## config.mk

```make
export PLATFORM = sky130hd
export DESIGN_NAME = param_seq_detector
export DESIGN_NICKNAME = d
export VERILOG_FILES = /design/src/rtl/param_seq_detector.sv
export SDC_FILE = /design/constraint.sdc
export NUM_CORES = 1
export LEC_CHECK = 0
export CAP_MARGIN = 0
export CORE_ASPECT_RATIO = 0.7
export CORE_MARGIN = 4
export CORE_UTILIZATION = 45
export CTS_BUF_LIST = sky130_fd_sc_hd__clkbuf_4 sky130_fd_sc_hd__clkbuf_8
export DETAILED_ROUTE_END_ITERATION = 10
export PLACE_DENSITY = 0.73
export SYNTH_ARGS = -nofsm -noshare
export SYNTH_HDL_FRONTEND = slang
export SYNTH_SLANG_ARGS = --single-unit
```

## constraint.sdc

```tcl
create_clock -name clk -period 2.1 [get_ports clk]
set_clock_uncertainty 0.2 [all_clocks]
set_input_delay 0.525 -clock clk [delete_from_list [all_inputs] [get_ports clk]]
set_output_delay 0.525 -clock clk [all_outputs]
set_load 0.01 [all_outputs]
```

## src/rtl/param_seq_detector.sv

```systemverilog
// param_seq_detector: parametrised serial bit-pattern detector.
//   Shifts in J on every edge with en=1 and pulses Y for one cycle when the
//   last PAT_LEN sampled bits equal PATTERN (MSB = first bit received).
//   overlap selects whether a hit keeps its history (overlapping matches) or
//   restarts the detector (non-overlapping). match_cnt counts hits,
//   saturating at all-ones, and is zeroed by the synchronous clear.
// Ports:
//   clk        system clock, rising edge
//   rst        asynchronous active-low reset of all state
//   en         sample qualifier for J
//   J          serial data bit
//   overlap    1 = overlapping matches, 0 = non-overlapping
//   clear      synchronous clear of match_cnt (wins over a same-edge hit)
//   Y          registered one-cycle match pulse
//   match_cnt  saturating match count
module param_seq_detector #(
  parameter int unsigned        PAT_LEN = 8,
  parameter logic [PAT_LEN-1:0] PATTERN = 8'b10000001,
  parameter int unsigned        CNT_W   = 8
) (
  input  logic             clk,
  input  logic             rst,
  input  logic             en,
  input  logic             J,
  input  logic             overlap,
  input  logic             clear,
  output logic             Y,
  output logic [CNT_W-1:0] match_cnt
);

  localparam int unsigned        FILL_W    = $clog2(PAT_LEN + 1);
  localparam logic [FILL_W-1:0]  FILL_FULL = FILL_W'(PAT_LEN);
  localparam logic [CNT_W-1:0]   CNT_MAX   = '1;

  logic [PAT_LEN-1:0] hist_q, hist_d;
  logic [FILL_W-1:0]  fill_q, fill_d;
  logic               y_q, y_d;
  logic [CNT_W-1:0]   cnt_q, cnt_d;

  logic [PAT_LEN-1:0] nh_c;
  logic [FILL_W-1:0]  nf_c;
  logic               hit_c;

  // Candidate history/fill if this edge samples J, and the match decision.
  always_comb begin
    nh_c  = {hist_q[PAT_LEN-2:0], J};
    nf_c  = (fill_q == FILL_FULL) ? FILL_FULL : fill_q + FILL_W'(1);
    // fill guard stops leading-zero patterns matching the reset history
    hit_c = en && (nf_c == FILL_FULL) && (nh_c == PATTERN);
  end

  // Next-state logic for history, fill, match pulse and counter.
  always_comb begin
    hist_d = hist_q;
    fill_d = fill_q;
    y_d    = 1'b0;
    cnt_d  = cnt_q;

    if (en) begin
      if (hit_c) begin
        y_d = 1'b1;
        if (overlap) begin
          hist_d = nh_c;
          fill_d = FILL_FULL;
        end else begin
          hist_d = '0;
          fill_d = '0;
        end
      end else begin
        hist_d = nh_c;
        fill_d = nf_c;
      end
    end

    if (clear) begin
      cnt_d = '0;
    end else if (hit_c && (cnt_q != CNT_MAX)) begin
      cnt_d = cnt_q + CNT_W'(1);
    end
  end

  // State registers.
  always_ff @(posedge clk or negedge rst) begin
    if (!rst) begin
      hist_q <= '0;
      fill_q <= '0;
      y_q    <= 1'b0;
      cnt_q  <= '0;
    end else begin
      hist_q <= hist_d;
      fill_q <= fill_d;
      y_q    <= y_d;
      cnt_q  <= cnt_d;
    end
  end

  assign Y         = y_q;
  assign match_cnt = cnt_q;

endmodule

```

---- After elaboration in Yosys (flattened, before gate mapping) ----
Cells that the tools add are included.
word-level totals
  flip-flop bits (word level) ............. 20
  bits in latches ......................... 0
  RAM bits ................................ 0
  ROM bits ................................ 0
  bits of input ports ..................... 6
  word-level logic and storage cells ...... 23
  memories ................................ 0
operators by class
  add/sub/neg operators ................... 2
  $mul .................................... 0
  divide/modulo/power cells ............... 0
  magnitude comparators ................... 0
  equality and inequality tests ........... 4
  shift-type cells ........................ 0
  multiplexer cells ....................... 9
  bitwise operators ....................... 0
  reductions and logical operators ........ 4
operators by type and width
  operator             number
  $mux 8               2
  $mux 7               2
  $mux 4               3
  $add 8x1->8 const B  1
  $eq 4x4->1 const B   2
  $eq 8x8->1 const B   1
  $ne 8x8->1 const B   1
  $add 4x1->4 const B  1
  $logic_and 1x1->1    3
  $mux 1               2
  $reduce_bool 2->1    1

---- Depth between registers and ports, before layout ----
Gate-level depths: netlist of run 1.
  depth after elaboration ................. 8
  gate-level depth with buffers ........... 8
  gate-level depth less buffers ........... 7

---- Least setup slack after synthesis of run 1 ----
OpenSTA, ideal clock, no wires.
  path type ............................... flip-flop to flip-flop
  start ................................... register fill_q[0]
  end ..................................... register cnt_q[5] (netlist: match_cnt[5])
  library setup time ...................... 0.078 ns
  arrival ................................. 1.930 ns
  slack ................................... -0.107 ns
  stages on the path, launching flop included .. 9
  period minus slack after synthesis ...... 2.207 ns
  path through ............................ dfrtp_1 inv_2 ha_1 and4bb_2 and3_2 o211ai_2 buf_6 or3_1 a21oi_1
between the ends
  word-level cells in the longest chain between the ends .. 7
  elaborated cells between the ends (all ways) .. 8
  classes of those cells .................. 1 x add/sub; 2 x eq/ne; 1 x mux; 4 x reduce/logical
ends and longest elaborated chain
  item                                       RTL line  text
  start, declared                            36        logic [FILL_W-1:0] fill_q, fill_d;
  start signal, assigned                     91        fill_q <= fill_d;
  $add 4x1->4 or $eq 4x4->1 (tied branches)  47        nf_c = (fill_q == FILL_FULL) ? FILL_FULL : fill_q + FILL_W'(1);
  $mux 4 *                                   47
  $eq 4x4->1 *                               49        hit_c = en && (nf_c == FILL_FULL) && (nh_c == PATTERN);
  $logic_and 1x1->1 * (2 in series)          49
  $logic_and 1x1->1 *                        77        end else if (hit_c && (cnt_q != CNT_MAX)) begin
  $reduce_bool 2->1 (no source line) *       --
  end signal, assigned                       93        cnt_q <= cnt_d;
  end, declared                              38        logic [CNT_W-1:0] cnt_q, cnt_d;
Mark *: on every way between the ends. The rest lies on a longest branch, timed or not.
A chain may end at the register's enable or synchronous reset.

---- Worst setup path in the final report of run 1 ----
  start ................................... register fill_q[1]
  end ..................................... register cnt_q[2] (netlist: match_cnt[2])
Same word-level chain as after synthesis.

==> impl_results.md, run 1 <==
* Via-per-instance ratio at 5.39
* Worst-margin pin slew at 0.373 ns
* Pwr/cell area at 794 nW/um2
* I/O pin count at 15
* Synth area leaders: dfrtp_1 (48%), mux2_2 (6.5%), ha_1 (3.6%), a21oi_1 (3.4%), nand3_1 (3.4%)
* Die extent in y at 48.3 um
* Final min period at 2.19 ns
* Post-synth top area share at 0.479
* Worst hold endpoint: hist_q[6]$_DFFE_PN0P_
* Num CTS Buffers at 3
* Die area at 3170 um2
* CP Data Arrival Time at 2.21 ns
* Chip Width at 65.6 um
* Critical Path, Cell by Cell: inv_2, ha_4, and4bb_2, and3_4, o211ai_4, buf_4, or3_1, a21oi_2
* Leak at 0.614 nW
* Reg2reg setup slack at -0.09 ns
* Layout Nets at 137
* Initial Utilization at 0.481
* Initial antenna violation count at 0
* Synthesis-to-layout area growth at 33.3%
* Hold Path Origin: hist_q[6]$_DFFE_PN0P_
* Post-route cell area at 1390 um2
* Mapped cell area at 1040 um2
* Setup slack after layout at -0.0893 ns
* R2R Path Start: fill_q[1]$_DFFE_PN0P_
* Syn_nets at 106
* GRT overflow at 0
* Cell with the most instances after synthesis: dfrtp_1
* Max stage delay on crit path at 0.43 ns
* Slew margin rel. at 0.751
* Leading area contributor after synthesis: dfrtp_1
* WL final at 2220 um
* Layout cell share with drive strength beyond 1 at 0.325
* Total clock sinks at 20
* Worst Hold Class: reg -> reg
* DR pass1 iterations at 4
* Worst Setup End Kind: flop
* Clk buf depth at 2
* GRT Total Usage at 0.153
* First-pass GRT wire length at 3810 um
* Antenna Nets Post-Route at 0
* DR WL/cell at 14.0 um
* Worst VDD drop at 0.613 mV
* Post-Synthesis Cells at 97
* Vias in the first global route at 822
* Unrepaired setup endpoints after global routing: yes
* Total Neg Setup Slack at -0.384 ns
* Fmax at 0.457 GHz
* Crit share post-route at 1.04
* Iteration-0 DRC Markers at 31
* Mean Syn Cell Area at 10.8 um2
* Async SR Flop Fraction at 1.00
* Critical path class: reg -> reg
* Worst EP required at 2.12 ns
* Failing checks: negative setup slack
* Vias at 852
* Final hold violations at 0
* Number of synthesized flops with an enable pin at 0
* Number of remaining DRC errors at 0
* Main synth FF type: dfrtp_1
* Hold Buf Count CTS at 0
* Root buffer cell: clkbuf_4
* Largest net degree at the start of global routing at 21
* Reg-to-reg endpoint: match_cnt[2]$_DFFE_PN0P_
* Core Util, Final at 0.641
* Worst path top cell family by delay: simple AND/OR/NAND/NOR gates
* Worst Hold Path Cells at 1
* Startpoint Class: flop
* Finish-stage setup viols at 8
* Worst Reg2Reg Path Length in Cells at 8
* Placer Congestion at 0.859
* WP buf/inv at 2
* Std cell rows at 14
* Area after DPL at 1320 um2
* CP Max Fanout at 8
* Max-slew violations at 0
* Synth unique cells at 39
* Clock-pin slew of the registers on the worst-case setup and hold paths at 0.11 ns
* DP Wirelength at 1610 um
* Max Cap Viol at 0
* CTS tree: done
* CORE AREA at 2170 um2
* Seq/Total Area, Yosys at 0.479
* Crit-path slowest cell: dfrtp_1
* YS warnings at 0
* Buffers added on ports at 14
* Worst skew pair latency at 0.30 ns
* H-tree Lvls at 1
* ANT cells at 0
* Status: complete, but fails checks
* Synth cell count leaders: dfrtp_1 (20), a21oi_1 (7), nand3_1 (7)
* Synth Register Bits at 20
## layer usage
layer | wire [um] | part of all wire | global-route usage | vias to the layer above
li1 | - | - | - | 418
met1 | 1060 | 0.48 | 0.215 | 410
met2 | 1050 | 0.47 | 0.237 | 22
met4 | 10 | 0.0045 | 0.0276 | 0
met3 | 105 | 0.047 | 0.0440 | 2
met5 | 0 | 0 | 0 | -
## power breakdown
part | switching [mW] | leakage, nW | total [mW] | internal (mW)
sequential | 0.0664 | 0.254 | 0.512 | 0.446
combinational | 0.182 | 0.346 | 0.416 | 0.234
clock | 0.111 | 0.0138 | 0.178 | 0.0668
## metrics by stage
stage	std cells	worst slack (ns)	hold slack [ns]	power, mW
3_5_place_dp	152	-0.363	0.292	0.920
4_1_cts	157	-0.0823	0.322	1.10
3_3_place_gp	152	-0.322	0.286	0.896
6_report	158	-0.0893	0.312	1.11
2_1_floorplan	97	0.00232	0.0294	0.762
5_1_grt	158	-0.150	0.367	1.19
## final cells by class
| class | instances | area (um2) |
|---|---|---|
| Inverter | 5 | 18.8 |
| Clock buffer | 3 | 22.5 |
| Tap cell | 32 | 40.0 |
| Fill cell | 192 | 779 |
| Multi-Input combinational cell | 68 | 543 |
| Timing Repair Buffer | 30 | 265 |
| Sequential cell | 20 | 503 |
## kinds of logic (layout without fill, tap and decap cells)
family	Yosys count	after routing	share of synthesized area
adders and majority gates	3	3	0.0359
muxes	7	7	0.0742
buffers and inverters	9	38	0.0467
AOI/OAI and AO/OA	23	23	0.157
DFF	20	20	0.479
xor gates and xnor gates	2	2	0.0168
and+or+nand+nor	33	33	0.190
## worst reg2reg max path, cell delays in order (launching register included)
cell and delay (ns):
dfrtp_1 0.43, inv_2 0.10, ha_4 0.21, and4bb_2 0.27, and3_4 0.19, o211ai_4 0.10, buf_4 0.17, or3_1 0.32
a21oi_2 0.13
## worst max path at each step
stage,endpoint,start,slack (ns),depth (start not counted)
2_1_floorplan,match_cnt[5]$_DFFE_PN0P_,fill_q[1]$_DFFE_PN0P_,0.002,8
3_3_place_gp,match_cnt[3]$_DFFE_PN0P_,J,-0.32,6
3_5_place_dp,match_cnt[3]$_DFFE_PN0P_,J,-0.36,6
4_1_cts,match_cnt[3]$_DFFE_PN0P_,fill_q[1]$_DFFE_PN0P_,-0.08,7
5_1_grt,match_cnt[3]$_DFFE_PN0P_,fill_q[1]$_DFFE_PN0P_,-0.15,7
6_report,match_cnt[2]$_DFFE_PN0P_,fill_q[1]$_DFFE_PN0P_,-0.09,8
## cell usage in the layout (no fill, tap or decap), drive strengths merged
| master | synthesis | layout |
|---|---|---|
| and3 | 2 | 2 |
| o2111ai | 1 | 1 |
| a21o | 1 | 1 |
| and2 | 1 | 1 |
| nand3 | 7 | 7 |
| buf | 2 | 16 |
| mux2i | 1 | 1 |
| a211oi | 1 | 1 |
| or4b | 1 | 1 |
| o21ai | 6 | 6 |
| dlymetal6s2s | 0 | 2 |
| inv | 5 | 5 |
| and4bb | 1 | 1 |
| nand2 | 5 | 5 |
| o211ai | 1 | 1 |
| o31ai | 2 | 2 |
| o41ai | 1 | 1 |
| and2b | 1 | 1 |
| nor4 | 2 | 2 |
| clkbuf | 1 | 3 |
| nor4bb | 1 | 1 |
| nor2 | 4 | 4 |
| nand4 | 1 | 1 |
| mux2 | 6 | 6 |
| nor3b | 1 | 1 |
| or3 | 3 | 3 |
| a21oi | 7 | 7 |
| or4 | 2 | 2 |
| clkdlybuf4s50 | 0 | 12 |
| dfrtp | 20 | 20 |
| xor2 | 1 | 1 |
| o22ai | 2 | 2 |
| xnor2 | 1 | 1 |
| nand3b | 1 | 1 |
| o21a | 1 | 1 |
| ha | 3 | 3 |
## repair_timing
| item | in CTS | in global routing |
|---|---|---|
| setup endpoints to repair | 8 | 12 |
| pin swaps | 5 | 2 |
| gates cloned | 0 | 0 |
| resized for setup | 3 | 10 |
| setup buffers | 2 | 1 |
## sequential cells by signal, indices dropped and copies added (netlist names)
name,flops
match_cnt,8
hist_q,7
Y,1
fill_q,4
Power figures use the tool's default switching activity.
==> inputs of run 2 (changes only) <==
Settings changed: ABC_CLOCK_PERIOD_IN_PS set to 2100, PLACE_DENSITY 0.73 to 0.71.
==> impl_results.md, run 2 (synthesis results as in run 1) <==
* Status: complete, but fails checks
* Failing checks: negative setup slack
* Worst Hold Class: reg -> reg
* CP Data Arrival Time at 2.26 ns
* Vias in the first global route at 834
* R2R Path Start: fill_q[1]$_DFFE_PN0P_
* Iteration-0 DRC Markers at 39
* Final hold violations at 0
* CTS tree: done
* Layout Nets at 142
* CP Max Fanout at 6
* Antenna Nets Post-Route at 0
* Die extent in y at 48.3 um
* Startpoint Class: flop
* Fmax at 0.449 GHz
* Synthesis-to-layout area growth at 47.1%
* Initial antenna violation count at 0
* Buffers added on ports at 14
* Clock-pin slew of the registers on the worst-case setup and hold paths at 0.11 ns
* ANT cells at 0
* DR pass1 iterations at 4
* Setup slack after layout at -0.127 ns
* Area after DPL at 1320 um2
* Worst EP required at 2.13 ns
* Root buffer cell: clkbuf_4
* Worst VDD drop at 0.460 mV
* Worst Reg2Reg Path Length in Cells at 7
* Via-per-instance ratio at 5.63
* Critical path origin: fill_q[1]$_DFFE_PN0P_
* WL final at 2560 um
* CORE AREA at 2170 um2
* Chip Width at 65.6 um
* GRT Total Usage at 0.157
* Crit share post-route at 1.06
* I/O pin count at 15
* Total Neg Setup Slack at -0.534 ns
* Clk buf depth at 2
* DP Wirelength at 1580 um
* H-tree Lvls at 1
* Leak at 0.655 nW
* Initial Utilization at 0.481
* Reg-to-reg endpoint: match_cnt[3]$_DFFE_PN0P_
* Placer Congestion at 0.822
* Worst-margin pin slew at 0.470 ns
* GRT overflow at 0
* Commonest non-fill, non-tap cell in the layout: dfrtp_1
* Die area at 3170 um2
* Most frequent cells in the layout: dfrtp_1 (18), buf_4 (17), clkdlybuf4s50_1 (12), nand3_1 (7), mux2_2 (6)
* Number of remaining DRC errors at 0
* Setup crit end: match_cnt[3]$_DFFE_PN0P_
* Finish-stage setup viols at 10
* Worst skew pair latency at 0.30 ns
* DR WL/cell at 15.6 um
* Max FFs per register at 8
* Filler cells at 159
* Max Cap Viol at 0
* Pwr Total at 1.26 mW
* Critical path class: reg -> reg
* First-pass GRT wire length at 3860 um
* Max-slew violations at 0
* Pwr/cell area at 817 nW/um2
* Largest net degree at the start of global routing at 21
* Post-route cell area at 1540 um2
* Num CTS Buffers at 3
* Total clock sinks at 20
* Reg2reg setup slack at -0.13 ns
* Final min period at 2.23 ns
* Core Util, Final at 0.707
* Layout cell share with drive strength beyond 1 at 0.439
* Slew margin rel. at 0.683
* Worst Setup End Kind: flop
* Vias at 923
* Std cell rows at 14
* Unrepaired setup endpoints after global routing: yes
run 2: worst min path at each step:
stage,startpoint,to,slack (ns),depth (start not counted)
after floorplan,rst,Y$_DFF_PN0_,0.03,0
after global placement,hist_q[6]$_DFFE_PN0P_,hist_q[6]$_DFFE_PN0P_,0.29,1
after detailed placement,hist_q[6]$_DFFE_PN0P_,hist_q[6]$_DFFE_PN0P_,0.30,1
after CTS,hist_q[6]$_DFFE_PN0P_,hist_q[6]$_DFFE_PN0P_,0.33,1
after global routing,rst,hist_q[1]$_DFFE_PN0P_,0.34,2
final,hist_q[6]$_DFFE_PN0P_,hist_q[6]$_DFFE_PN0P_,0.32,1
run 2: repair_timing:
action | 4_1_cts | 5_1_grt
gates cloned | 1 | 0
pin swaps | 7 | 12
endpoints found under the hold margin | 0 | 0
hold buffers | 0 | 0
resized for setup | 7 | 24
endpoints found under the setup margin | 6 | 13
setup buffers | 5 | 2
run 2: per-stage QoR:
stage	cells	setup WS, ns	hold WS [ns]
floorplan	97	0.00232	0.0294
global route	164	-0.197	0.343
CTS	162	-0.119	0.325
finish	164	-0.127	0.324
global placement	152	-0.326	0.286
detailed placement	152	-0.373	0.300
run 2: power breakdown:
group	internal (mW)	total (mW)	switching [mW]
clock	0.106	0.226	0.121
sequential	0.446	0.518	0.0717
combinational	0.275	0.512	0.237
run 2: critical path: stages (launching register included):
cell and delay (ns):
dfrtp_1 0.44, inv_2 0.10, ha_4 0.20, and4bb_2 0.28
and3_4 0.21, o211ai_4 0.10, or4b_4 0.50, a21oi_2 0.13
run 2: layout make-up:
| type | count | area (um2) | area share |
|---|---|---|---|
| sequential | 20 | 503 | 0.327 |
| timing repair buffer | 34 | 307 | 0.200 |
| inverter | 5 | 18.8 | 0.0122 |
| clock buffer | 4 | 36.3 | 0.0236 |
| tap | 32 | 40.0 | 0.0261 |
| multi-input combinational | 69 | 632 | 0.411 |
run 2: routing by layer:
metal	GRT usage	vias up	part of all wire	wire length, um
li1	-	436	-	-
met1	0.217	469	0.46	1180
met2	0.252	16	0.51	1300
met3	0.0417	2	0.026	67
met4	0.0241	0	0.0082	21
met5	0	-	0	0
==> inputs of run 3 (changes only) <==
Settings changed: CTS_CLUSTER_SIZE set to 16.
==> results of run 3 <==
The final DEF is identical to that of run 2; final timing and power are the same.
